## src/rtl/router_pkg.sv

```systemverilog
// Shared definitions for the 1x3 router: byte width, header field layout,
// reserved address, and the FSM state encoding.
package router_pkg;

   localparam int unsigned DATA_WIDTH = 8;

   localparam int unsigned ADDR_LSB = 0;
   localparam int unsigned ADDR_MSB = 1;
   localparam int unsigned LEN_LSB  = 2;
   localparam int unsigned LEN_MSB  = 7;
   localparam int unsigned ADDR_W   = ADDR_MSB - ADDR_LSB + 1;
   localparam int unsigned LEN_W    = LEN_MSB - LEN_LSB + 1;

   localparam logic [ADDR_W-1:0] ADDR_INVALID = 2'b11;

   typedef enum logic [2:0] {
      DECODE_ADDRESS     = 3'd0,
      LOAD_FIRST_DATA    = 3'd1,
      LOAD_DATA          = 3'd2,
      WAIT_TILL_EMPTY    = 3'd3,
      FIFO_FULL_STATE    = 3'd4,
      LOAD_AFTER_FULL    = 3'd5,
      LOAD_PARITY        = 3'd6,
      CHECK_PARITY_ERROR = 3'd7
   } fsm_state_e;

   function automatic logic [ADDR_W-1:0] hdr_addr(input logic [DATA_WIDTH-1:0] hdr);
      return hdr[ADDR_MSB:ADDR_LSB];
   endfunction

   function automatic logic [LEN_W-1:0] hdr_len(input logic [DATA_WIDTH-1:0] hdr);
      return hdr[LEN_MSB:LEN_LSB];
   endfunction

endpackage

```

## src/rtl/router_parity.sv

```systemverilog
// Running XOR of header and payload bytes, captured packet parity byte, and
// the registered mismatch flag.
module router_parity
   import router_pkg::*;
#(
   parameter int unsigned DATA_WIDTH = router_pkg::DATA_WIDTH
) (
   input  logic                  clock,
   input  logic                  reset,
   input  logic                  clear,
   input  logic                  acc_en,
   input  logic [DATA_WIDTH-1:0] acc_byte,
   input  logic                  cap_en,
   input  logic [DATA_WIDTH-1:0] cap_byte,
   input  logic                  parity_done,
   output logic                  err
);

   logic [DATA_WIDTH-1:0] int_parity;
   logic [DATA_WIDTH-1:0] pkt_parity;

   // err compares the previous-cycle registers, so it trails parity_done by one cycle
   always_ff @(posedge clock or posedge reset) begin
      if (reset) begin
         int_parity <= '0;
         pkt_parity <= '0;
         err        <= 1'b0;
      end else begin
         if (clear)
            int_parity <= '0;
         else if (acc_en)
            int_parity <= int_parity ^ acc_byte;
         if (cap_en)
            pkt_parity <= cap_byte;
         err <= parity_done & (int_parity != pkt_parity);
      end
   end

endmodule

```

## src/rtl/router_reg.sv

```systemverilog
// Router datapath register stage: header latch, FIFO write byte, parked byte
// while the FIFO is full, and the parity/low-valid flags returned to the FSM.
module router_reg
   import router_pkg::*;
#(
   parameter int unsigned DATA_WIDTH = router_pkg::DATA_WIDTH
) (
   input  logic                  clock,
   input  logic                  reset,
   input  logic                  pkt_valid,
   input  logic [DATA_WIDTH-1:0] data_in,
   input  logic                  fifo_full,
   input  logic                  detect_add,
   input  logic                  lfd_state,
   input  logic                  ld_state,
   input  logic                  laf_state,
   input  logic                  full_state,
   input  logic                  rst_in_reg,
   output logic [DATA_WIDTH-1:0] dout,
   output logic                  parity_done,
   output logic                  low_pkt_valid,
   output logic                  err
);

   logic [DATA_WIDTH-1:0] header_byte;
   logic [DATA_WIDTH-1:0] hold_byte;

   logic                  load_c;
   logic                  last_c;
   logic                  hdr_ok_c;
   logic                  acc_en_c;
   logic [DATA_WIDTH-1:0] acc_byte_c;

   // full_state freezes the datapath; masking ld keeps that true even on overlap
   always_comb begin
      load_c     = ld_state & ~full_state;
      last_c     = load_c & ~pkt_valid;
      hdr_ok_c   = detect_add & pkt_valid & (hdr_addr(data_in) != ADDR_INVALID);
      acc_en_c   = lfd_state | (load_c & pkt_valid);
      acc_byte_c = lfd_state ? header_byte : data_in;
   end

   always_ff @(posedge clock or posedge reset) begin
      if (reset) begin
         header_byte <= '0;
         hold_byte   <= '0;
         dout        <= '0;
      end else begin
         if (hdr_ok_c)
            header_byte <= data_in;
         if (lfd_state)
            dout <= header_byte;
         else if (load_c && !fifo_full)
            dout <= data_in;
         else if (load_c && fifo_full)
            hold_byte <= data_in;
         else if (laf_state)
            dout <= hold_byte;
      end
   end

   // Set wins over clear for both flags
   always_ff @(posedge clock or posedge reset) begin
      if (reset) begin
         parity_done   <= 1'b0;
         low_pkt_valid <= 1'b0;
      end else begin
         if (last_c)
            parity_done <= 1'b1;
         else if (detect_add)
            parity_done <= 1'b0;
         if (last_c)
            low_pkt_valid <= 1'b1;
         else if (rst_in_reg || detect_add)
            low_pkt_valid <= 1'b0;
      end
   end

   router_parity #(
      .DATA_WIDTH (DATA_WIDTH)
   ) u_parity (
      .clock       (clock),
      .reset       (reset),
      .clear       (detect_add),
      .acc_en      (acc_en_c),
      .acc_byte    (acc_byte_c),
      .cap_en      (last_c),
      .cap_byte    (data_in),
      .parity_done (parity_done),
      .err         (err)
   );

endmodule
```

## config.mk

```make
export PLATFORM = sky130hd
export DESIGN_NAME = router_reg
export DESIGN_NICKNAME = d
export VERILOG_FILES = /design/src/rtl/router_pkg.sv /design/src/rtl/router_parity.sv /design/src/rtl/router_reg.sv
export SDC_FILE = /design/constraint.sdc
export NUM_CORES = 1
export LEC_CHECK = 0
export CAP_MARGIN = 20
export CORE_AREA = 2 2 85 87
export CTS_BUF_LIST = sky130_fd_sc_hd__clkbuf_4
export DETAILED_ROUTE_END_ITERATION = 7
export DIE_AREA = 0 0 87 89
export PLACE_DENSITY = 0.53
export SYNTH_ARGS = -nofsm -noshare
export SYNTH_HDL_FRONTEND = slang
export SYNTH_SLANG_ARGS = --single-unit
```

## constraint.sdc

```tcl
create_clock -name clock -period 1.7 [get_ports clock]
set_input_delay 0.34 -clock clock [delete_from_list [all_inputs] [get_ports clock]]
set_output_delay 0.34 -clock clock [all_outputs]
set_load 0.03 [all_outputs]
```

==> impl_metrics.env <==
export IMPL_powerDensity_mw_per_mm2=995
export IMPL_drive_above_1_share_pct=27.9
export IMPL_routed_wl_um=4420
export IMPL_io_pins=29
export IMPL_overflow=0
export IMPL_cts_root_buf="clkbuf_4"
export IMPL_synth_cell_type_count=27
export IMPL_netlist_area_mm2=0.00197
export IMPL_fp_dieH_um=89
export IMPL_n_fill_cell=656
export IMPL_worstReg2RegStart="u_parity.int_parity[6]$_DFFE_PP0P_"
export IMPL_antenna_found_initial=0
export IMPL_layout_common_cells="43 x dfrtp_1, 24 x mux2_2, 17 x buf_4"
export IMPL_min_period_over_period_pct=92.7
export IMPL_vias_per_cell=4.80
export IMPL_syn_to_final_growth_pct=32.6
export IMPL_final_common_cell="dfrtp_1"
export IMPL_crit_slowest_cell="clkdlybuf4s50_1"
export IMPL_routabilityCongestion=0.701
export IMPL_clockBufferDepth=2
export IMPL_grt_max_degree=44
export IMPL_ys_warnings_count=0
export IMPL_routed_via_count=1383
export IMPL_dp_hpwl_um=3170
export IMPL_design_area_mm2=0.00261
export IMPL_clk_latency_ps=340
export IMPL_antenna_diode_count=0
export IMPL_timing_fmax_ghz=0.635
export IMPL_slowest_delay_ps=630
export IMPL_numCtsBuffers=5
export IMPL_regArea_mm2=0.00108
export IMPL_hold_viol=0
export IMPL_worstMarginPinSlew_ps=365
export IMPL_drc=0
export IMPL_h_tree_depth=2
export IMPL_crit_start="lfd_state"
export IMPL_maxSlewHeadroom_pct=75.4
export IMPL_outcome="completed"
export IMPL_peakVddDrop_mv=0.382
export IMPL_finClkSkew_ps=7.96
export IMPL_critPathRequiredTime_ps=1940
export IMPL_rsz0062_at_grt="false"
export IMPL_core_area_mm2=0.00672
export IMPL_r2r_cells=3
export IMPL_drtIter0Drc=98
export IMPL_critical_path_class="input pin to flip-flop"
export IMPL_setup_viol=0
export IMPL_fp_dieW_um=87
export IMPL_finalNetCount=225
export IMPL_ys_ff_latch=43
export IMPL_holdCritPathClass="input pin to asynchronous set/reset pin"
export IMPL_start_kind="input pin"
export IMPL_cp_end_kind="flip-flop"
export IMPL_grt_usage_pct=12.5
export IMPL_detail_route_antenna_nets=0
export IMPL_crit_chain="clkdlybuf4s50_1, and4bb_1, a21boi_0, xor2_1, nor2_1"
export IMPL_max_cap_violations=0
export IMPL_portBuffers=28
export IMPL_syn_nets=174
export IMPL_firstDrtPassIters=4
export IMPL_syn_area_per_cell_um2=12.6
export IMPL_cts_tree="built"
export IMPL_cp_max_fo=7
export IMPL_ys_seq_area_share_pct=54.6
export IMPL_period_needed_ps=1580
export IMPL_holdBufCountCts=0
export IMPL_start_util_pct=29.3
export IMPL_grt_pass1_vias=1413
export IMPL_place_area_mm2=0.00252
export IMPL_clk_pin_slew_ps=130
export IMPL_syn_inst=156
export IMPL_post_route_util_pct=38.9
export IMPL_p_leak_nw=1.20
export IMPL_crit_arrival_ps=1820
export IMPL_drv_slew=0
export IMPL_wl_per_cell_um=15.3
export IMPL_num_rows=30
export IMPL_dieArea_mm2=0.00774
export IMPL_cts_sinks=43
export IMPL_multiInputGateArea_um2=870
export IMPL_grt_pass1_wl_um=7290
-- critical path, delay by kind of cell --
family	cells	cell delay, ps
simple gates	2	360
buf+inv	1	630
compound gates	1	310
xor+xnor	1	180
-- kinds of logic (layout without fill, tap and decap cells) --
kind of cell / count (synthesis) / in the layout / synth area share (%)
flops: 43 / 43 / 54.6
buf+inv: 8 / 60 / 2.03
compound gates: 21 / 21 / 8.50
xor+xnor: 16 / 16 / 7.11
mux: 34 / 34 / 18.8
simple gates: 34 / 34 / 9.01
-- cell usage after synthesis --
| library cell | count | area (um2) |
|---|---|---|
| nor2_2 | 1 | 6.26 |
| nand3b_1 | 1 | 7.51 |
| a21oi_1 | 3 | 15.0 |
| o22ai_1 | 1 | 6.26 |
| nand2b_1 | 1 | 6.26 |
| nor2_1 | 16 | 60.1 |
| xor2_1 | 14 | 123 |
| nor3_1 | 6 | 30.0 |
| a21o_1 | 2 | 15.0 |
| mux2i_1 | 10 | 100 |
| a22oi_1 | 4 | 30.0 |
| xnor2_1 | 2 | 17.5 |
| a21boi_0 | 2 | 15.0 |
| a21oi_4 | 1 | 16.3 |
| nand2_1 | 3 | 11.3 |
| and4bb_1 | 1 | 12.5 |
| o21ai_0 | 2 | 10.0 |
| inv_1 | 2 | 7.51 |
| clkbuf_1 | 2 | 7.51 |
| buf_2 | 2 | 10.0 |
| nor4_1 | 2 | 12.5 |
| dfrtp_1 | 43 | 1080 |
| a221o_1 | 6 | 60.1 |
| nor3b_2 | 2 | 25.0 |
| nor2b_1 | 1 | 6.26 |
| mux2_2 | 24 | 270 |
| buf_4 | 2 | 15.0 |
-- where the power goes --
part	switching (mW)	total (mW)	leakage [nW]	internal [mW]
clock network	0.326	0.629	0.0426	0.303
logic	0.319	0.653	0.626	0.335
registers	0.116	1.32	0.529	1.20
total	0.760	2.60	1.20	1.84
-- metrics by stage --
step	hold WS, ps	worst slack [ps]	std cells	power, mW	TNS [ps]
2_1_floorplan	429	151	156	1.75	0
3_3_place_gp	458	-353	280	2.02	-8850
3_5_place_dp	466	-379	280	2.03	-8920
4_1_cts	318	-10.9	288	2.63	-10.9
5_1_grt	346	70.3	288	2.76	0
6_report	317	125	288	2.60	0
-- sequential cells by signal (all words and copies together) (netlist names) --
| name | count |
|---|---|
| low_pkt_valid | 1 |
| u_parity.err | 1 |
| dout | 8 |
| header_byte | 8 |
| hold_byte | 8 |
| u_parity.pkt_parity | 8 |
| u_parity.int_parity | 8 |
| parity_done | 1 |
-- per-layer routing --
layer / vias to the layer above / track usage, % / wire length [um]
met3: 2 / 2.77 / 168
li1: 665 / - / -
met5: - / 0 / 0
met4: 0 / 2.98 / 22
met1: 689 / 17.0 / 2110
met2: 27 / 20.3 / 2120
-- final cells by class --
cell class | instances | share of cell area, %
inverter | 2 | 0.287
sequential | 43 | 41.2
clock inverter | 3 | 1.48
tap | 80 | 3.83
clock buffer | 5 | 1.44
timing repair buffer | 50 | 18.5
multi-input combinational | 105 | 33.3
-- path summary, 6_finish.rpt --
check | end | slack (ps)
worst max-delay path | u_parity.int_parity[6]$_DFFE_PP0P_ | 120
worst min-delay path | u_parity.pkt_parity[6]$_DFFE_PP0P_ | 320
worst max register to register | u_parity.err$_DFF_PP0_ | 500
worst min register to register | low_pkt_valid$_DFFE_PP0P_ | 480
max in group asynchronous | hold_byte[7]$_DFFE_PP0P_ | 1170
min in group clock | low_pkt_valid$_DFFE_PP0P_ | 480
-- what timing repair did --
action,CTS,global route
gates resized for setup,11,7
endpoints found under the setup margin,12,16
hold endpoints to repair,0,0
pin swaps,0,1
gates cloned,0,0
setup buffers,0,0
Power figures use the tool's default switching activity.
